===== config.mk =====
export PLATFORM = sky130hd
export DESIGN_NAME = uart_rx_receiver
export DESIGN_NICKNAME = d
export VERILOG_FILES = /design/src/rtl/uart_pkg.sv /design/src/rtl/rx_oversample_tick_generator.sv /design/src/rtl/uart_rx_receiver.sv
export SDC_FILE = /design/constraint.sdc
export NUM_CORES = 1
export LEC_CHECK = 0
export CELL_PAD_IN_SITES_DETAIL_PLACEMENT = 0
export CELL_PAD_IN_SITES_GLOBAL_PLACEMENT = 1
export CORE_ASPECT_RATIO = 1.4
export CORE_MARGIN = 2
export CORE_UTILIZATION = 45
export CTS_CLUSTER_SIZE = 28
export DETAILED_ROUTE_END_ITERATION = 7
export GPL_TIMING_DRIVEN = 0
export PLACE_DENSITY = 0.85
export SYNTH_ARGS = -nofsm -noshare
export SYNTH_HDL_FRONTEND = slang
export SYNTH_SLANG_ARGS = --single-unit

===== constraint.sdc =====
create_clock -name clk -period 3.8 [get_ports clk]
set_clock_uncertainty 0.15 [all_clocks]
set_input_delay 0.38 -clock clk [delete_from_list [all_inputs] [get_ports clk]]
set_output_delay 0.38 -clock clk [all_outputs]
set_load 0.05 [all_outputs]

===== src/rtl/uart_pkg.sv =====
// Shared UART definitions for the transmit and receive paths.
// Holds the FSM state encoding, the 8N1 frame constants and the tick threshold
// formula, so that both directions derive identical timing from the same parameters.
package uart_pkg;

  typedef enum logic [1:0] {
    IDLE  = 2'd0,
    START = 2'd1,
    DATA  = 2'd2,
    STOP  = 2'd3
  } uart_state_e;

  localparam int unsigned DATA_BITS = 8;
  localparam int unsigned STOP_BITS = 1;

  // Last count value of the oversample tick counter (the counter runs 0..threshold).
  function automatic logic [31:0] tick_threshold(input logic [31:0] baudrate,
                                                 input logic [31:0] frequency,
                                                 input logic [31:0] oversample);
    return frequency / (baudrate * oversample) - 32'd1;
  endfunction

endpackage


===== src/rtl/rx_oversample_tick_generator.sv =====
// Oversample tick generator for the UART receiver.
// Ports:
//   clk   - system clock
//   reset - synchronous active-low reset
//   clear - restarts the count from zero and suppresses the tick on that cycle
//   tick  - one-cycle pulse once every (threshold + 1) clocks
module rx_oversample_tick_generator
  import uart_pkg::*;
#(
  parameter logic [31:0] baudrate   = 32'd9600,
  parameter logic [31:0] frequency  = 32'd100000000,
  parameter logic [31:0] oversample = 32'd16
) (
  input  logic clk,
  input  logic reset,
  input  logic clear,
  output logic tick
);

  localparam logic [31:0] THRESHOLD = tick_threshold(baudrate, frequency, oversample);

  logic [31:0] r_count;
  logic        r_tick;

  // Free-running counter, wraps at THRESHOLD and emits the tick on wrap.
  always_ff @(posedge clk) begin
    if (!reset) begin
      r_count <= 32'd0;
      r_tick  <= 1'b0;
    end else if (clear) begin
      r_count <= 32'd0;
      r_tick  <= 1'b0;
    end else if (r_count == THRESHOLD) begin
      r_count <= 32'd0;
      r_tick  <= 1'b1;
    end else begin
      r_count <= r_count + 32'd1;
      r_tick  <= 1'b0;
    end
  end

  assign tick = r_tick;

endmodule


===== src/rtl/uart_rx_receiver.sv =====
// UART 8N1 receiver with 16x-style oversampling.
// Ports:
//   clk         - system clock
//   reset       - synchronous active-low reset
//   rx          - asynchronous serial input, idles high
//   rx_data     - last correctly framed byte, held until the next good frame
//   rx_valid    - one-cycle pulse when rx_data updates
//   frame_error - one-cycle pulse when the stop bit samples low
//   busy        - high from start-edge detection until frame completion or abort
module uart_rx_receiver
  import uart_pkg::*;
#(
  parameter logic [31:0] baudrate   = 32'd9600,
  parameter logic [31:0] frequency  = 32'd100000000,
  parameter logic [31:0] oversample = 32'd16
) (
  input  logic       clk,
  input  logic       reset,
  input  logic       rx,
  output logic [7:0] rx_data,
  output logic       rx_valid,
  output logic       frame_error,
  output logic       busy
);

  localparam int unsigned       TICK_W    = $clog2(oversample);
  localparam logic [TICK_W-1:0] HALF_LAST = TICK_W'(oversample / 32'd2 - 32'd1);
  localparam logic [TICK_W-1:0] FULL_LAST = TICK_W'(oversample - 32'd1);
  localparam logic [2:0]        LAST_BIT  = 3'(DATA_BITS - 1);

  logic              r_sync1;
  logic              r_sync2;
  logic              r_prev;
  uart_state_e       r_state;
  logic [TICK_W-1:0] r_tick_cnt;
  logic [2:0]        r_bit_cnt;
  logic [7:0]        r_shift;
  logic [7:0]        r_rx_data;
  logic              r_rx_valid;
  logic              r_frame_error;
  logic              r_busy;

  logic w_rx;
  logic w_start_edge;
  logic w_clear;
  logic w_tick;

  assign w_rx         = r_sync2;
  // Only a genuine high-to-low transition starts a frame; a held-low line never retriggers.
  assign w_start_edge = r_prev & ~r_sync2;
  // Phase-align the tick counter to the start edge so samples land mid-bit.
  assign w_clear      = (r_state == IDLE) && w_start_edge;

  rx_oversample_tick_generator #(
    .baudrate  (baudrate),
    .frequency (frequency),
    .oversample(oversample)
  ) u_tick_gen (
    .clk  (clk),
    .reset(reset),
    .clear(w_clear),
    .tick (w_tick)
  );

  // Synchroniser, receive FSM, shift register and registered outputs.
  always_ff @(posedge clk) begin
    if (!reset) begin
      r_sync1       <= 1'b1;
      r_sync2       <= 1'b1;
      r_prev        <= 1'b1;
      r_state       <= IDLE;
      r_tick_cnt    <= '0;
      r_bit_cnt     <= 3'd0;
      r_shift       <= 8'h00;
      r_rx_data     <= 8'h00;
      r_rx_valid    <= 1'b0;
      r_frame_error <= 1'b0;
      r_busy        <= 1'b0;
    end else begin
      r_sync1       <= rx;
      r_sync2       <= r_sync1;
      r_prev        <= r_sync2;
      r_rx_valid    <= 1'b0;
      r_frame_error <= 1'b0;

      case (r_state)
        IDLE: begin
          r_busy <= 1'b0;
          if (w_start_edge) begin
            r_tick_cnt <= '0;
            r_busy     <= 1'b1;
            r_state    <= START;
          end
        end

        // Re-check the line in the middle of the start bit to reject glitches.
        START: begin
          if (w_tick) begin
            if (r_tick_cnt == HALF_LAST) begin
              if (!w_rx) begin
                r_tick_cnt <= '0;
                r_bit_cnt  <= 3'd0;
                r_state    <= DATA;
              end else begin
                r_busy  <= 1'b0;
                r_state <= IDLE;
              end
            end else begin
              r_tick_cnt <= r_tick_cnt + TICK_W'(1);
            end
          end
        end

        // LSB arrives first, so shift right and insert at the top.
        DATA: begin
          if (w_tick) begin
            if (r_tick_cnt == FULL_LAST) begin
              r_tick_cnt <= '0;
              r_shift    <= {w_rx, r_shift[7:1]};
              r_bit_cnt  <= r_bit_cnt + 3'd1;
              if (r_bit_cnt == LAST_BIT) begin
                r_state <= STOP;
              end
            end else begin
              r_tick_cnt <= r_tick_cnt + TICK_W'(1);
            end
          end
        end

        // Decide at mid stop bit, leaving half a bit to catch a back-to-back start.
        STOP: begin
          if (w_tick) begin
            if (r_tick_cnt == FULL_LAST) begin
              r_tick_cnt <= '0;
              r_busy     <= 1'b0;
              r_state    <= IDLE;
              if (w_rx) begin
                r_rx_data  <= r_shift;
                r_rx_valid <= 1'b1;
              end else begin
                r_frame_error <= 1'b1;
              end
            end else begin
              r_tick_cnt <= r_tick_cnt + TICK_W'(1);
            end
          end
        end

        default: begin
          r_busy  <= 1'b0;
          r_state <= IDLE;
        end
      endcase
    end
  end

  assign rx_data     = r_rx_data;
  assign rx_valid    = r_rx_valid;
  assign frame_error = r_frame_error;
  assign busy        = r_busy;

endmodule


==> metrics.csv <==
metric;value;unit
nets;356;
cp_max_fo;10;
clock_sinks;64;
maxSlewHeadroom;44.0;%
place_area;0.00312;mm²
vdd_drop_max;0.000284;V
die_w;71.8;µm
cts_resized;0;
p_leak;1.20;nW
cts-root-buf;clkbuf_8;
grt_start_max_net_pins;12;
hold_path.class;flip-flop to flip-flop;
finalCritPeriodShare;61.5;%
ios;14;
synthArstFlopShare;0;%
fin_tns_setup;0;ns
stdcell_area;0.00334;mm²
tightest_slew;0.836;ns
ys_warn_count;0;
initial_core_util;46.7;%
cts_buffer_depth;2;
drtAntennaViolNets;0;
clk_pin_slew_worst_paths;0.07;ns
cp_num_buf_inv;2;
post-cts-setup-buffers;0;
worst_setup_path_end_kind;flip-flop;
synth_fp_nets;332;
ys.flop_type;dfxtp_1;
grt_pass1_wl;10400;µm
required;3.84;ns
seq_area_frac_synth;44.2;%
outcome;complete, no violations;
powerDensity;406;mW/mm²
synth_cells;324;
final_max_slew_viol_count;0;
portBuffers;13;
grt_pass1_vias;2335;
avgSynthCellArea;8.94;µm²
core_area;0.00621;mm²
cts_tree;yes;
fp.dieH;99.0;µm
gp_congestion;0.815;
rsz0062_at_grt;no;
firstDrtPassIters;5;
viasPerCell;5.70;
wl_per_cell;14.0;µm
dr_total_vias;2423;
area_growth;15.2;%
netlist_area;0.00290;mm²
worstPathCellList;clkbuf_1 > or4b_2 > nand2_1 > o21bai_1 > clkbuf_1 > a21oi_1;
critPathKind;flip-flop to flip-flop;
synth_edf_count;0;
synth_cell_type_count;43;
hold_viol_final;0;
place_hpwl;4290;µm
fin_crit;2.34;ns
antenna_cells;0;
cpMostUsedCell;clkbuf_1;
ys_ff_latch;64;
r2r_setup_slack;1.46;ns
utilization;53.8;%
cts_htree_levels;3;
grt_usage;18.4;%
numCtsBuffers;9;
fmax;428;MHz
synth_area_leaders;dfxtp_1 44%, mux2i_1 6.9%, nor2_1 5.2%;
hold_buffers;0;
antenna_found_initial;0;
critPathSlowestCell;or4b_2;
drt_iter0_drc;82;
crit_path_start_kind;flip-flop;
yosysTopAreaCell;dfxtp_1;
cap_viol_max_count;0;
path_delay_family;simple AND/OR/NAND/NOR gates;
arrival;2.37;ns
drcViolationCount;0;
rows;34;
setup_viol;0;
slowest_delay;0.66;ns
dieArea;0.00711;mm²
drive_gt1_share;8.50;%
synth_top_area_share;44.2;%
clkLatencyLatePin;0.33;ns
overflow;0;
routed_wl;5970;µm
cells in the mapped netlist, types with 3 or more instances:
master / number
nand2_1: 14
nand4_1: 12
mux2i_1: 20
or4b_2: 3
nor2_1: 40
ha_1: 5
dfxtp_1: 64
xnor2_1: 5
and4_1: 4
nand3_1: 17
or3_1: 6
o21ai_0: 7
nor4_1: 7
nor3_1: 4
xor2_1: 9
nor4b_1: 3
a21oi_1: 22
or4_1: 14
o31ai_1: 11
clkbuf_1: 11
inv_1: 8
and2_1: 4
and3_1: 4
buf_2: 7
layout by cell type (no fill, tap or decap), types with 8 or more instances in the layout:
cell type,instances
dfxtp_1,64
clkdlybuf4s50_1,13
a21oi_1,22
nand3_1,17
nand2_1,14
xor2_1,9
clkbuf_1,12
clkbuf_8,10
o31ai_1,11
or4_1,14
inv_1,8
nand4_1,12
mux2i_1,20
nor2_1,40
where the power goes:
part	internal (mW)	switching, mW	total [mW]
combinational	0.0120	0.0236	0.0356
sequential	0.676	0.00556	0.681
clock	0.386	0.254	0.641
total	1.07	0.283	1.36
cell families (layout without fill, tap and decap cells):
family,count (synthesis),after routing,synth area share (%)
AOI/OAI and AO/OA,50,50,10.5
DFF,64,64,44.2
adders and majority gates,5,5,2.16
muxes,20,20,6.91
buffers and inverters,26,55,3.67
xor gates and xnor gates,14,14,4.23
and+or+nand+nor,145,145,28.3
stage by stage:
| step | setup WS, ns | std cells | hold WS (ns) | total power, mW |
|---|---|---|---|---|
| 6_report | 1.46 | 425 | 0.272 | 1.36 |
| 5_1_grt | 1.29 | 425 | 0.299 | 1.41 |
| 4_1_cts | 1.43 | 425 | 0.277 | 1.38 |
| 3_5_place_dp | 1.46 | 409 | 0.250 | 0.732 |
| 3_3_place_gp | 1.47 | 409 | 0.251 | 0.732 |
| 2_1_floorplan | 1.78 | 324 | 0.236 | 0.719 |
per-layer routing:
metal	GRT usage, %	part of all wire (%)
met5	0	0
met4	9.00	1.9
met3	5.52	2.2
met2	31.8	52
met1	20.2	44
final timing paths:
check        cells past startpoint       from                      to
max                              6  flip-flop  u_tick_gen.r_count[21]
min                              1    r_sync1                 r_sync2
max reg2reg                      6  flip-flop  u_tick_gen.r_count[21]
min reg2reg                      1    r_sync1                 r_sync2
registers in the layout, indices dropped and copies added (netlist names), 3 cells and up, named ones only:
| register | cells |
|---|---|
| r_shift | 8 |
| r_tick_cnt | 4 |
| rx_data | 8 |
| u_tick_gen.r_count | 32 |
| r_bit_cnt | 3 |
layout make-up:
class	instances	area, µm²
repair buffers	13	130
fillers	600	2870
plain buffers	18	76.3
flip-flops and latches	64	1280
clock inverters	5	80.1
multi-input cells	234	1510
well taps	72	90.1
inverters	8	30.0
clock buffers	11	141
No activity file was read; power rests on OpenSTA's default activity.
